<file path="config.mk">
export PLATFORM = sky130hd
export DESIGN_NAME = seq_det_prog
export DESIGN_NICKNAME = d
export VERILOG_FILES = /design/src/rtl/seq_det_pkg.sv /design/src/rtl/seq_det_sat_cnt.sv /design/src/rtl/seq_det_prog.sv
export SDC_FILE = /design/constraint.sdc
export NUM_CORES = 1
export LEC_CHECK = 0
export CORE_MARGIN = 2
export CORE_UTILIZATION = 56
export DETAILED_ROUTE_END_ITERATION = 6
export PLACE_DENSITY = 0.89
export SLEW_MARGIN = 10
export SYNTH_ARGS = -nofsm -noshare
export SYNTH_HDL_FRONTEND = slang
export SYNTH_HIERARCHICAL = 1
export SYNTH_SLANG_ARGS = --single-unit
</file>
<file path="constraint.sdc">
create_clock -name clk -period 6.4 [get_ports clk]
set_clock_uncertainty 0.2 [all_clocks]
set_input_delay 1.28 -clock clk [delete_from_list [all_inputs] [get_ports clk]]
set_output_delay 1.28 -clock clk [all_outputs]
set_load 0.02 [all_outputs]
</file>
<file path="src/rtl/seq_det_pkg.sv">
// Shared types and constants for the programmable serial sequence detector.
// Default pattern/length and the width helper live here so the top and bench agree.
package seq_det_pkg;

    localparam logic [7:0] DEF_PATTERN_C = 8'b0000_1011;
    localparam int         DEF_LEN_C     = 4;

    typedef enum logic {
        NON_OVERLAP = 1'b0,
        OVERLAP     = 1'b1
    } mode_e;

    function automatic int len_w(input int max_len);
        return $clog2(max_len + 1);
    endfunction

endpackage

</file>
<file path="src/rtl/seq_det_sat_cnt.sv">
// Saturating up-counter with synchronous clear.
// Used for the optional match counter of seq_det_prog.
module seq_det_sat_cnt #(
    parameter int W = 8
) (
    input  logic         clk,
    input  logic         rst_n,
    input  logic         clr,
    input  logic         inc,
    output logic [W-1:0] cnt,
    output logic         sat
);

    localparam logic [W-1:0] CNT_MAX = '1;

    always_ff @(posedge clk or negedge rst_n) begin
        if (!rst_n) begin
            cnt <= '0;
        end else if (clr) begin
            cnt <= '0;
        end else if (inc && (cnt != CNT_MAX)) begin
            cnt <= cnt + W'(1);
        end
    end

    assign sat = (cnt == CNT_MAX);

endmodule

</file>
<file path="src/rtl/seq_det_prog.sv">
// Programmable serial pattern detector with registered (Moore) detect flag.
// Define SEQ_DET_CNT_EN to add the saturating match counter (match_cnt/cnt_sat).
module seq_det_prog
    import seq_det_pkg::*;
#(
    parameter int                 MAX_LEN     = 8,
    parameter logic [MAX_LEN-1:0] DEF_PATTERN = MAX_LEN'(DEF_PATTERN_C),
    parameter int                 DEF_LEN     = DEF_LEN_C,
    parameter int                 CNT_W       = 8,
    localparam int                LEN_W       = len_w(MAX_LEN)
) (
    input  logic               clk,
    input  logic               rst_n,
    input  logic               cfg_we,
    input  logic [MAX_LEN-1:0] cfg_pattern,
    input  logic [LEN_W-1:0]   cfg_len,
    input  logic               cfg_overlap,
    input  logic               in_valid,
    input  logic               x,
    output logic               z
`ifdef SEQ_DET_CNT_EN
    ,
    output logic [CNT_W-1:0]   match_cnt,
    output logic               cnt_sat
`endif
);

    localparam logic [LEN_W-1:0] MAX_LEN_L = LEN_W'(MAX_LEN);
    localparam logic [LEN_W-1:0] DEF_LEN_L =
        (DEF_LEN > MAX_LEN) ? MAX_LEN_L : LEN_W'(DEF_LEN);

    if (MAX_LEN < 2 || MAX_LEN > 32 || CNT_W < 1) begin : g_bad_param
        $error("seq_det_prog: illegal MAX_LEN or CNT_W");
    end

    logic [MAX_LEN-1:0] pat_q;
    logic [MAX_LEN-1:0] hist_q;
    logic [MAX_LEN-1:0] hist_nx;
    logic [MAX_LEN-1:0] mask;
    logic [LEN_W-1:0]   len_q;
    logic [LEN_W-1:0]   fill_q;
    logic [LEN_W-1:0]   fill_nx;
    logic [LEN_W-1:0]   len_clamped;
    logic [LEN_W:0]     fill_p1;
    mode_e              mode_q;
    logic               accept;
    logic               match;
    logic               z_q;

    always_comb begin
        accept      = in_valid && !cfg_we;
        hist_nx     = {hist_q[MAX_LEN-2:0], x};
        mask        = {MAX_LEN{1'b1}} >> (MAX_LEN_L - len_q);
        fill_p1     = {1'b0, fill_q} + {{LEN_W{1'b0}}, 1'b1};
        len_clamped = (cfg_len > MAX_LEN_L) ? MAX_LEN_L : cfg_len;
        // len_q of zero leaves an empty mask, so it must gate explicitly
        match = (len_q != '0)
             && (fill_p1 >= {1'b0, len_q})
             && ((hist_nx & mask) == (pat_q & mask));
        fill_nx = fill_q;
        if (match && (mode_q == NON_OVERLAP)) begin
            fill_nx = '0;
        end else if (fill_q != MAX_LEN_L) begin
            fill_nx = fill_p1[LEN_W-1:0];
        end
    end

    always_ff @(posedge clk or negedge rst_n) begin
        if (!rst_n) begin
            pat_q  <= DEF_PATTERN;
            len_q  <= DEF_LEN_L;
            mode_q <= OVERLAP;
            hist_q <= '0;
            fill_q <= '0;
            z_q    <= 1'b0;
        end else if (cfg_we) begin
            pat_q  <= cfg_pattern;
            len_q  <= len_clamped;
            mode_q <= mode_e'(cfg_overlap);
            hist_q <= '0;
            fill_q <= '0;
            z_q    <= 1'b0;
        end else if (accept) begin
            hist_q <= hist_nx;
            fill_q <= fill_nx;
            z_q    <= match;
        end
    end

    assign z = z_q;

`ifdef SEQ_DET_CNT_EN
    seq_det_sat_cnt #(
        .W(CNT_W)
    ) u_sat_cnt (
        .clk  (clk),
        .rst_n(rst_n),
        .clr  (cfg_we),
        .inc  (accept && match),
        .cnt  (match_cnt),
        .sat  (cnt_sat)
    );
`endif

endmodule

</file>
==> out/metrics.yaml <==
layout-drive-gt1-share: 0.1597
tightest_slew_ns: 1.084
io_pins: 19
wl_per_cell_um: 14.80
vias: 1003
power_frac_comb: 0.225
switchingPower_mw: 0.08774
drv_slew: 0
path_buf_inv: 1
yosysTopAreaCellShare: 0.3623
worst_setup_path_start_kind: "input port"
switching_share: 0.2741
async_reset_ff_frac: 1.000
dieHeight_um: 53.67
fin_crit_sh: 0.4837
grt_usage: 0.2165
slowest_delay_ns: 0.45
gp_congestion: 0.8588
cts_buffer_depth: 2
htreeDepth: 1
io_buffers: 18
post-cts-setup-buffers: 0
synth_most_common_cell: "dfrtp_1"
root_buffer: "clkbuf_4"
synth_area_um2: 1381
muxShareOfSynthArea: 0.1241
crit_required_ns: 6.40
synth_area_leaders: "dfrtp_1 (36%), dfstp_2 (9.5%), ha_1 (8.2%)"
crit_path_top_delay_cell: "clkdlybuf4s50_1"
cp-end-kind: "flip-flop"
grt_setup_unrepaired: "false"
internal_power_mw: 0.2323
drt_wl_total_um: 2546
pwr-share-seq: 0.562
setup_viol: 0
yosys.area_share.simple: 0.1286
fin_tns_setup_ns: 0
avgSynthCellArea_um2: 10.96
crit_cells: 7
ir_drop_mv: 0.1539
status: "finished, final reports clean"
r2r-end: "fill_q[2]"
vias_per_cell: 5.831
clkSinkCount: 25
cts.reportedPaths.clkPinSlew_ns: 0.13
yosys.area_share.xor_xnor: 0.07609
initial_core_util: 0.6069
cp-startpoint: "x"
die_area_um2: 2880
diodes: 0
whs_path_depth: 1
hold_violations: 0
syn2layout_area_growth_pct: 16.49
hp-class: "reg -> reg"
ys.flop_type: "dfrtp_1"
core.rowCount: 17
dr.pass1.iters: 4
cts_resized: 0
synth_cells: 126
ys_seq_area_frac: 0.4574
insertion_delay_ns: 0.31
drtAntennaViolNets: 0
timing.rr.start: "fill_q[0]"
synth_fp_nets: 153
drt_iter0_drc: 20
endpoint: "fill_q[3]"
critPathKind: "in -> reg"
core_area_um2: 2276
grt_max_degree: 33
fin_crit_ns: 3.096
power_frac_clock: 0.213
synth_common_cells: "dfrtp_1 (20), xnor2_1 (11), ha_1 (9), mux2_2 (9)"
worst_r2r_path_depth: 8
synth_top_family_by_area: "simple AND/OR/NAND/NOR gates"
grt_pass1_vias: 995
synth_compound_area_frac: 0.09964
slew_headroom: 0.2752
numCtsBuffers: 3
synth_cell_type_count: 33
grt_first_pass_wirelength_um: 4381
fin_util: 0.7070
nFillCells: 171
fmax_mhz: 323.0
synth-seq-cells: 25
cts_tree: "built"
hpwl_um: 1965
synth_edf_count: 0
drv_cap: 0
die_w_um: 53.67
path_cells: "clkdlybuf4s50_1, xnor2_1, nand3_1, or3_4, a211oi_2, and2_1, o22ai_1"
synth_top_cell_by_area: "dfrtp_1"
synth_warnings: 6
crit_family: "simple AND/OR/NAND/NOR gates"
grt-ovfl-total: 0
antenna_found_initial: 0
worstPathArrival_ns: 3.09
fin_nets: 172
powerDensity_nw_per_um2: 198.9
synth_fa_ha_area_frac: 0.08152
p_leak_nw: 0.6859
cp_max_fo: 6
timing.hold.ws_ns: 0.3435
drcViolationCount: 0
r2r_setup_slack_ns: 3.78
postCtsHoldBufs: 0
final cells by class:
class	instances	area, µm²	area share
Sequential cell	25	631.9	0.3927
Timing Repair Buffer	18	180.2	0.1120
Clock buffer	3	22.52	0.01400
Tap cell	28	35.03	0.02177
Inverter	8	30.03	0.01866
Clock inverter	1	5.005	0.003110
Multi-Input combinational cell	89	704.4	0.4378
cells by family (layout without fill, tap and decap cells):
| family | after synthesis | after routing |
|---|---|---|
| compound gates | 20 | 20 |
| simple gates | 32 | 32 |
| mux | 16 | 16 |
| flops | 25 | 25 |
| buf+inv | 12 | 30 |
| xor+xnor | 12 | 12 |
| fa+ha+maj | 9 | 9 |
through the flow:
stage               cell area (µm²)  cells  total power, mW  setup slack [ns]
floorplan                      1381    126           0.2271             3.631
global placement               1582    168           0.2502             3.087
detailed placement             1582    168           0.2544             2.981
CTS                            1609    172           0.3233             3.310
global route                   1609    172           0.3352             3.203
finish                         1609    172           0.3200             3.304
worst min-delay path by stage:
stage               slack, ns  endpoint  startpoint
detailed placement       0.32  pat_q[2]    pat_q[2]
global placement         0.31  pat_q[2]    pat_q[2]
floorplan                0.30  pat_q[2]    pat_q[2]
finish                   0.34  pat_q[7]    pat_q[7]
CTS                      0.35  pat_q[2]    pat_q[2]
global route             0.36  pat_q[2]    pat_q[2]
placed cells by master (no fill, tap or decap), drive strengths merged:
master          n
and3            1
a2111o          1
clkdlybuf4s50  18
xnor2          11
mux2            9
o21a            2
xor2            1
nand2           8
a211oi          2
or3b            1
clkinv          1
nand3b          4
dfstp           5
dfrtp          20
nor3            1
mux2i           7
nand2b          1
or2             1
a31oi           2
and2            1
o21ai           4
or4b            2
ha              9
or3             1
nand3           2
inv             8
or4             1
clkbuf          3
o22ai           6
o211ai          2
nor2            8
a21oi           1
state kept, by name, summed over array words and instances (netlist names):
| signal | flops |
|---|---|
| pat_q | 8 |
| len_q | 4 |
| mode_q | 1 |
| hist_q | 7 |
| z | 1 |
| fill_q | 4 |
power by group through the flow:
stage	Combinational, mW	Sequential [mW]	Clock, mW
floorplan	0.0465	0.181	0
CTS	0.0725	0.180	0.0711
global route	0.0795	0.181	0.0743
global placement	0.0683	0.182	0
detailed placement	0.0717	0.183	0
finish	0.0720	0.180	0.0683
layer usage:
| layer | vias to the layer above | wire (µm) | global-route usage |
|---|---|---|---|
| li1 | 479 | - | - |
| met1 | 499 | 1094 | 0.2578 |
| met2 | 21 | 1343 | 0.3984 |
| met3 | 4 | 79 | 0.02500 |
| met4 | 0 | 28 | 0.07692 |
| met5 | - | 0 | 0 |
Power figures use the tool's default switching activity.
